===== src/rtl/divisor_arbitro.sv =====
// Round-robin arbiter sharing one 4-bit sequential divider between two requesters.
// Divide-by-zero is answered locally; a watchdog recovers a divider that never finishes.
module divisor_arbitro #(
    parameter int unsigned TIMEOUT = 64
) (
    input  logic       clk,
    input  logic       rst,
    input  logic       req0_valid,
    output logic       req0_ready,
    input  logic [3:0] req0_dividendo,
    input  logic [3:0] req0_divisor,
    output logic       rsp0_valid,
    output logic [3:0] rsp0_cociente,
    output logic [3:0] rsp0_resto,
    output logic       rsp0_err,
    input  logic       req1_valid,
    output logic       req1_ready,
    input  logic [3:0] req1_dividendo,
    input  logic [3:0] req1_divisor,
    output logic       rsp1_valid,
    output logic [3:0] rsp1_cociente,
    output logic [3:0] rsp1_resto,
    output logic       rsp1_err,
    output logic       div_start,
    output logic [3:0] div_dividendo,
    output logic [3:0] div_divisor,
    input  logic [3:0] div_cociente,
    input  logic [3:0] div_resto,
    input  logic       div_done
);
    localparam int unsigned TW = $clog2(TIMEOUT + 1);

    typedef enum logic [1:0] {IDLE, ISSUE, WAIT, RESP} state_t;

    state_t        state, state_nxt;
    logic          ptr, owner, done_q;
    logic [TW-1:0] timer;
    logic          grant_ok, grant;
    logic [3:0]    sel_a, sel_b;
    logic          done_edge, timeout_hit;
    logic          load, load_who, load_err;
    logic [3:0]    load_q, load_r;

    // Pointer's requester first, otherwise the other one.
    always_comb begin
        grant_ok = 1'b0;
        grant    = ptr;
        if (ptr ? req1_valid : req0_valid) begin
            grant_ok = 1'b1;
            grant    = ptr;
        end else if (ptr ? req0_valid : req1_valid) begin
            grant_ok = 1'b1;
            grant    = ~ptr;
        end
    end

    assign sel_a       = grant ? req1_dividendo : req0_dividendo;
    assign sel_b       = grant ? req1_divisor   : req0_divisor;
    assign done_edge   = div_done & ~done_q;
    assign timeout_hit = (timer == TW'(TIMEOUT - 1));

    always_ff @(posedge clk) begin
        if (rst) state <= IDLE;
        else     state <= state_nxt;
    end

    always_comb begin
        state_nxt  = state;
        req0_ready = 1'b0;
        req1_ready = 1'b0;
        div_start  = 1'b0;
        rsp0_valid = 1'b0;
        rsp1_valid = 1'b0;
        load       = 1'b0;
        load_who   = owner;
        load_err   = 1'b0;
        load_q     = '0;
        load_r     = '0;
        case (state)
            IDLE: begin
                req0_ready = grant_ok & ~grant;
                req1_ready = grant_ok & grant;
                if (grant_ok) begin
                    if (sel_b == '0) begin
                        state_nxt = RESP;
                        load      = 1'b1;
                        load_who  = grant;
                        load_err  = 1'b1;
                        load_q    = '1;
                        load_r    = sel_a;
                    end else begin
                        state_nxt = ISSUE;
                    end
                end
            end
            ISSUE: begin
                div_start = 1'b1;
                state_nxt = WAIT;
            end
            WAIT: begin
                // A completion in the timeout cycle still wins.
                if (done_edge) begin
                    state_nxt = RESP;
                    load      = 1'b1;
                    load_q    = div_cociente;
                    load_r    = div_resto;
                end else if (timeout_hit) begin
                    state_nxt = RESP;
                    load      = 1'b1;
                    load_err  = 1'b1;
                end
            end
            RESP: begin
                rsp0_valid = ~owner;
                rsp1_valid = owner;
                state_nxt  = IDLE;
            end
            default: state_nxt = IDLE;
        endcase
    end

    always_ff @(posedge clk) begin
        if (rst) begin
            ptr           <= 1'b0;
            owner         <= 1'b0;
            done_q        <= 1'b0;
            timer         <= '0;
            div_dividendo <= '0;
            div_divisor   <= '0;
            rsp0_cociente <= '0;
            rsp0_resto    <= '0;
            rsp0_err      <= 1'b0;
            rsp1_cociente <= '0;
            rsp1_resto    <= '0;
            rsp1_err      <= 1'b0;
        end else begin
            done_q <= div_done;
            if (state == IDLE && grant_ok) begin
                owner <= grant;
                if (sel_b != '0) begin
                    div_dividendo <= sel_a;
                    div_divisor   <= sel_b;
                end
            end
            if (state == ISSUE)
                timer <= '0;
            else if (state == WAIT && !load)
                timer <= timer + TW'(1);
            if (state == RESP)
                ptr <= ~owner;
            // Result fields are loaded on entry to RESP so they are valid with the pulse.
            if (load && !load_who) begin
                rsp0_cociente <= load_q;
                rsp0_resto    <= load_r;
                rsp0_err      <= load_err;
            end
            if (load && load_who) begin
                rsp1_cociente <= load_q;
                rsp1_resto    <= load_r;
                rsp1_err      <= load_err;
            end
        end
    end
endmodule


===== config.mk =====
export PLATFORM = sky130hd
export DESIGN_NAME = divisor_arbitro
export DESIGN_NICKNAME = d
export VERILOG_FILES = /design/src/rtl/divisor_arbitro.sv
export SDC_FILE = /design/constraint.sdc
export NUM_CORES = 1
export LEC_CHECK = 0
export BUFFER_PORTS_ARGS = -buffer_cell sky130_fd_sc_hd__buf_2
export CAP_MARGIN = 30
export CORE_UTILIZATION = 46
export DETAILED_ROUTE_END_ITERATION = 16
export PLACE_DENSITY = 0.77
export SETUP_SLACK_MARGIN = 0.5
export SYNTH_ARGS = -nofsm -noshare
export SYNTH_HDL_FRONTEND = slang
export SYNTH_SLANG_ARGS = --single-unit

===== constraint.sdc =====
create_clock -name clk -period 2.9 [get_ports clk]
set_clock_uncertainty 0.15 [all_clocks]
set_input_delay 0.58 -clock clk [delete_from_list [all_inputs] [get_ports clk]]
set_output_delay 0.58 -clock clk [all_outputs]
set_load 0.01 [all_outputs]

==> results_dict.tcl, run 1 <==
set metrics [dict create \
    finish.net_count 331 \
    first_global_vias 1632 \
    register_to_register_path_setup_slack_ps 660 \
    status "finished clean" \
    slew_viol_final 0 \
    postRouteAntennaNets 0 \
    synth_top_cells_by_area "dfxtp_1 40%, mux2i_1 6.2%, a21oi_1 5.2%, nand2_1 3.9%, nor2_1 3.7%" \
    hold_violations 0 \
    path_delay_family "multiplexers" \
    fin_tns_setup_ps 0 \
    insertion_delay_ps 290 \
    synth.yosys.seq_area_share_pct 39.51 \
    worstMarginPinSlew_ps 426.4 \
    path_buf_inv 2 \
    critPathMaxFanout 7 \
    cts_buffer_depth 2 \
    post_dr_vias_cell 5.464 \
    worstPathRequired_ps 2940 \
    ctsHtreeMaxLevel 2 \
    die_area_um2 4449 \
    synth_nets 259 \
    synth.cell_area_um2 1926 \
    yosys.cell_types.count 40 \
    power_density_nw_per_um2 618.9 \
    grt-ovfl-total 0 \
    grt.total_usage_pct 21.33 \
    ant_cells 0 \
    timing.rr.end "rsp0_err" \
    number_of_iterations_in_the_first_detailed_routing_pass 4 \
    drc 0 \
    final-setup-viol-count 0 \
    power.total_w 0.001602 \
    launch_instance_of_the_worst_register_to_register_path "ptr" \
    met1Wirelength_mm 2.204 \
    critical-path-top-cell-by-count "mux2_4" \
    worst_ir_drop_vdd_v 0.0004102 \
    worst_min_delay_path_endpoint "rsp1_resto[1]" \
    hold_path.class "flip-flop to flip-flop" \
    wl_met3_um 172 \
    worstPathCellList "clkbuf_4 -> nor2b_4 -> buf_6 -> a22o_1 -> o22ai_2 -> or3_4 -> mux2_4 -> mux2_4" \
    route.detailed.wl_per_inst_um 13.93 \
    worst_hold_path.num_cells 2 \
    share_of_post_route_cells_with_drive_strength_above_1_pct 39.06 \
    grt_max_degree 25 \
    cts_tree "built" \
    maxCapViolations 0 \
    critical-path-slowest-cell "or3_4" \
    sum_of_met2_wire_segment_lengths_after_detailed_routing_mm 2.390 \
    p_leak_nw 1.206 \
    placementRows 23 \
    cp_slowest_stage_delay_ps 430 \
    post_synth_inst_count 225 \
    hold_start "rsp1_resto[1]" \
    synthFlopType "dfxtp_1" \
    die_h_um 66.70 \
    clock_root_buffer "clkbuf_8" \
    area_growth_syn_to_layout_pct 34.44 \
    path_clk_slew_ps 80 \
    boundaryPins 60 \
    fmax_mhz 421.9 \
    vias 1896 \
    count_of_buffers_from_port_buffering 59 \
    initial_utilization_pct 48.14 \
    finalCoreUtilization_pct 64.72 \
    cp_data_arrival_time_ps 2410 \
    die-width_um 66.70 \
    critical_path_class "primary input to flip-flop" \
    clock_sink_count 38 \
    synth-edff-count 0 \
    core_area_um2 4000 \
    finalCritPeriodShare_pct 81.74 \
    ys_warn_count 0 \
    antenna_found_initial 0 \
    netlist.top_cell.by_area "dfxtp_1" \
    endpoint_kind "flip-flop" \
    grt_pass1_wl_mm 7.141 \
    dp_hpwl_mm 3.462 \
    max_slew_margin_pct 71.42 \
    syn-mean-instance-area_um2 8.558 \
    postRouteWirelength_mm 4.834 \
    tritoncts.num_buffers 5 \
    gp_congestion 0.7655 \
    period_minus_slack_ps 2370 \
    unrepaired_setup_endpoints_after_global_routing "yes" \
    synth.top_cell.area_share_pct 39.51 \
    asyncSetResetFlopFracSynth_pct 0 \
    postCtsHoldBufs 0 \
    topRoutingLayerUsed "met4" \
    r2r_cells 6 \
    initialDrtViolationCount 77 \
    synth.ff_latch_count 38 \
    timing.critical_path.from_type "primary input" \
]
-- kinds of logic after synthesis --
logic type	Yosys count	share of synthesized area [%]
simple gates	82	20.99
fa+ha+maj	5	3.249
flops	38	39.51
compound gates	56	20.34
buf+inv	28	6.367
mux	16	9.552
-- power by group --
| part | switching (W) | total [W] | internal [W] |
|---|---|---|---|
| logic | 0.000333 | 0.000605 | 0.000272 |
| clock network | 0.000189 | 0.000350 | 0.000161 |
| registers | 0.0000572 | 0.000647 | 0.000590 |
| total | 0.000579 | 0.00160 | 0.00102 |
-- placed cells by master, fill, tap and decap left out, types with 2 or more instances in the layout --
| cell type | synthesis | layout |
|---|---|---|
| ha_1 | 5 | 5 |
| nor2b_1 | 9 | 8 |
| nand3_1 | 7 | 7 |
| inv_1 | 14 | 14 |
| or3_1 | 4 | 3 |
| mux2_4 | 2 | 3 |
| clkinv_2 | 0 | 2 |
| o21ai_0 | 5 | 5 |
| clkbuf_8 | 0 | 5 |
| dfxtp_1 | 38 | 37 |
| buf_4 | 0 | 15 |
| a22o_1 | 4 | 4 |
| o31ai_1 | 2 | 2 |
| or4_1 | 2 | 2 |
| or2_2 | 8 | 8 |
| nor2_1 | 19 | 18 |
| mux2i_1 | 12 | 12 |
| a32oi_1 | 4 | 4 |
| o22ai_2 | 0 | 2 |
| buf_6 | 2 | 2 |
| o211a_1 | 5 | 5 |
| a221oi_2 | 0 | 4 |
| nand4_1 | 3 | 3 |
| a211oi_4 | 0 | 4 |
| a21oi_1 | 20 | 20 |
| nand2_1 | 20 | 20 |
| nor3_2 | 0 | 2 |
| nor3_1 | 6 | 4 |
| buf_2 | 2 | 58 |
-- per-layer routing --
| layer | track usage (%) | vias up |
|---|---|---|
| li1 | - | 940 |
| met1 | 26.74 | 906 |
| met2 | 35.73 | 43 |
| met3 | 4.110 | 7 |
| met4 | 7.979 | 0 |
| met5 | 0 | - |
-- sequential cells by signal (all words and copies together) (netlist names) --
signal         cells
div_divisor        4
rsp0_cociente      4
owner              1
rsp1_resto         4
ptr                1
rsp0_err           1
div_dividendo      4
done_q             1
timer              7
rsp1_cociente      4
rsp1_err           1
state              2
rsp0_resto         4
-- worst max path at each step --
| stage | from | end | slack, ps | cells after the start |
|---|---|---|---|---|
| floorplan | req1_valid | rsp0_err | 210 | 9 |
| global placement | req1_valid | rsp1_cociente[0] | 40 | 9 |
| detailed placement | req1_valid | rsp1_cociente[2] | -10 | 9 |
| CTS | req1_valid | rsp0_err | 500 | 7 |
| global route | req0_valid | rsp0_resto[2] | 480 | 9 |
| finish | req0_valid | rsp0_err | 530 | 8 |
-- through the flow --
step / setup WS [ps] / hold WS [ps] / std cells / cell area, µm²
6_report: 529.6 / 313.1 / 347 / 2589
5_1_grt: 483.7 / 328.6 / 347 / 2589
4_1_cts: 500.4 / 312.2 / 342 / 2482
3_5_place_dp: -13.56 / 298.9 / 335 / 2391
3_3_place_gp: 35.83 / 282.5 / 335 / 2391
2_1_floorplan: 211.3 / 278.5 / 225 / 1987
-- synthesized netlist by cell type (3+ instances only) --
| master | number |
|---|---|
| a211oi_1 | 3 |
| a21oi_1 | 20 |
| a221oi_1 | 4 |
| a22o_1 | 4 |
| a32oi_1 | 4 |
| buf_1 | 3 |
| clkbuf_1 | 6 |
| dfxtp_1 | 38 |
| ha_1 | 5 |
| inv_1 | 14 |
| mux2i_1 | 12 |
| nand2_1 | 20 |
| nand3_1 | 7 |
| nand4_1 | 3 |
| nor2_1 | 19 |
| nor2b_1 | 9 |
| nor3_1 | 6 |
| o211a_1 | 5 |
| o21ai_0 | 5 |
| or2_2 | 8 |
| or3_1 | 4 |
-- tightest hold or removal path: stages, from the launching register on --
cell	delay [ps]
dfxtp_1	310
nand2_1	50
mux2i_1	60
-- final cells by class --
type	instances	area, µm²
Clock buffer	5	68.82
Clock inverter	2	10.01
Fill cell	340	1411
Inverter	15	56.30
Multi-Input combinational cell	160	1174
Sequential cell	38	764.5
Tap cell	50	62.56
Timing Repair Buffer	77	452.9
-- repair_timing --
action	in CTS	in global routing
setup buffers	0	3
gates resized for setup	3	17
cloned	0	2
endpoints found under the hold margin	0	0
endpoints found under the setup margin	20	13
pin swaps	0	6
No activity file was read; power rests on OpenSTA's default activity.
==> run 2, diff against run 1 <==
==> constraint.sdc (replaced) <==
create_clock -name clk -period 1.9 [get_ports clk]
set_clock_uncertainty 0.15 [all_clocks]
set_input_delay 0.38 -clock clk [delete_from_list [all_inputs] [get_ports clk]]
set_output_delay 0.38 -clock clk [all_outputs]
set_load 0.01 [all_outputs]
==> run 2 against run 1 <==
Net effect: the flow now finishes with violations (negative setup slack); die area unchanged; global-route usage increased by 9.0 points; highest routed layer unchanged; final cell count increased by 13%; first-iteration DRC count increased by 22%; power increased by 110%; flip-flop and latch count unchanged; hold slack got worse by 79 ps; sequential power increased by 53%; setup slack got worse by 910 ps; routed wire length increased by 44%.
==> results_dict.tcl, run 2 (synthesized netlist as in run 1, its figures left out) <==
set metrics [dict create \
    maxCapViolations 0 \
    path_clk_slew_ps 70 \
    clock_sink_count 38 \
    die_h_um 66.70 \
    vias 2213 \
    postCtsHoldBufs 0 \
    area_growth_syn_to_layout_pct 67.90 \
    first_global_vias 2148 \
    share_of_post_route_cells_with_drive_strength_above_1_pct 57.60 \
    post_dr_vias_cell 5.645 \
    endpoint_kind "flip-flop" \
    worstMarginPinSlew_ps 394.2 \
    tritoncts.num_buffers 5 \
    fillers 218 \
    netSwitchingPower_w 0.001235 \
    comb_power_share_pct 53.9 \
    max_slew_margin_pct 73.63 \
    slew_viol_final 0 \
    insertion_delay_ps 300 \
    die_area_um2 4449 \
    number_of_iterations_in_the_first_detailed_routing_pass 4 \
    cts_buffer_depth 2 \
    ctsHtreeMaxLevel 2 \
    hold_violations 0 \
    ant_cells 0 \
    netSwitchingFraction_pct 37.18 \
    worst_ir_drop_vdd_v 0.0007099 \
    grt_pass1_wl_mm 10.06 \
    critical_path_class "flip-flop to flip-flop" \
    power.internal_w 0.002087 \
    worstPathRequired_ps 1930 \
    postRouteWirelength_mm 6.954 \
    power.total_w 0.003322 \
    unrepaired_setup_endpoints_after_global_routing "yes" \
    dpl-instance-area_um2 2656 \
    sequentialPowerShare_pct 29.9 \
    final-setup-viol-count 36 \
    hold_start "div_cociente[3]" \
    largest_register_ff_count 7 \
    grt_max_degree 25 \
    clock_root_buffer "clkbuf_8" \
    final_area_um2 3233 \
    finalCritPeriodShare_pct 120.2 \
    worst_min_delay_path_endpoint "rsp1_cociente[3]" \
    initial_utilization_pct 48.14 \
    p_leak_nw 1.474 \
    route.detailed.wl_per_inst_um 17.74 \
    die-width_um 66.70 \
    power.clock.fraction_pct 16.2 \
    register_to_register_path_setup_slack_ps -380 \
    period_minus_slack_ps 2285 \
    r2r_cells 7 \
    cts_tree "built" \
    launch_instance_of_the_worst_register_to_register_path "ptr" \
    grt.total_usage_pct 30.28 \
    timing.rr.end "rsp1_cociente[1]" \
    fmax_mhz 437.7 \
    finish.net_count 376 \
    register_with_the_highest_flop_count "timer" \
    final_common_cell "buf_2" \
    boundaryPins 60 \
    most-common-layout-cells "56 x buf_2, 40 x buf_4, 30 x dfxtp_1" \
    ff_latch_area_um2 773.2 \
    grt-ovfl-total 0 \
    failed_checks "negative setup slack" \
    core_area_um2 4000 \
    placementRows 23 \
    hold_path.class "primary input to flip-flop" \
    count_of_buffers_from_port_buffering 59 \
    initialDrtViolationCount 94 \
    status "finished with violations" \
    critPathMaxFanout 7 \
    worst_hold_path.num_cells 3 \
    postRouteAntennaNets 0 \
    dp_hpwl_mm 3.767 \
    worst_slack_ps -384.6 \
    gp_congestion 0.8059 \
    drc 0 \
    multiInputGateArea_um2 1374 \
    antenna_found_initial 0 \
    cp_data_arrival_time_ps 2320 \
    fin_tns_setup_ps -6822 \
    timing.critical_path.from_type "flip-flop" \
    power_density_nw_per_um2 1027 \
]
## run 2: cell types whose count changed in the layout (fill, tap and decap cells not counted), moves of 5 or more
cell / previous run / this run
or2_2: 8 / 3
or2_4: 0 / 5
a21oi_1: 20 / 7
ha_1: 5 / 0
dfxtp_1: 37 / 30
a21oi_2: 0 / 11
buf_6: 2 / 27
buf_4: 15 / 40
dfxtp_2: 0 / 7
## run 2: repair_timing
| item | in CTS | in global routing |
|---|---|---|
| pin swaps | 27 | 10 |
| resized for setup | 66 | 23 |
| setup buffers | 11 | 6 |
| cloned | 2 | 0 |
| endpoints found under the setup margin | 41 | 41 |
## run 2: critical path, cell delays in order, from the launching register on
cell      delay [ps]
dfxtp_4          380
buf_6            140
a211oi_4         250
o22ai_2          150
or3_4            390
mux2i_4          220
buf_6            160
a221oi_2         320
## run 2: layout make-up
class | count | area share [%]
clock inverters | 1 | 0.2322
flip-flops and latches | 38 | 23.92
inverters | 15 | 1.819
multi-input cells | 159 | 42.49
repair buffers | 123 | 27.36
clock buffers | 6 | 2.245
well taps | 50 | 1.935
## run 2: routing by layer
layer / share of wire (%) / vias to the layer above / track usage, %
li1: - / 1029 / -
met1: 40 / 1081 / 34.38
met2: 51 / 84 / 50.38
met5: 0 / - / 0
met3: 5.0 / 19 / 8.390
met4: 3.2 / 0 / 17.29
## run 2: through the flow
stage               hold WS, ps  setup WS, ps  instances  utilization [%]
floorplan                 288.6        -588.3        225                -
global placement          284.9        -692.4        366            66.41
detailed placement        295.2        -729.3        366            66.41
CTS                       220.8        -277.2        386            76.88
global route              245.6        -404.4        392            80.83
finish                    234.0        -384.6        392            80.83
## run 2: power by group through the flow
stage	clock network, W	logic [W]	registers [W]
after detailed placement	0	0.00117	0.000979
after global routing	0.000570	0.00190	0.00100
after floorplan	0	0.000646	0.00101
final	0.000538	0.00179	0.000992
after CTS	0.000540	0.00151	0.000980
after global placement	0	0.00114	0.000976
## run 2: worst max path at each step
stage | cells past startpoint | slack [ps] | startpoint | endpoint
final | 7 | -380 | ptr | rsp1_cociente[1]
after global routing | 6 | -400 | ptr | rsp0_err
after CTS | 6 | -280 | ptr | rsp0_err
after detailed placement | 7 | -730 | req1_valid | rsp0_err
after global placement | 7 | -690 | req1_valid | rsp0_err
after floorplan | 9 | -590 | req1_valid | rsp0_err
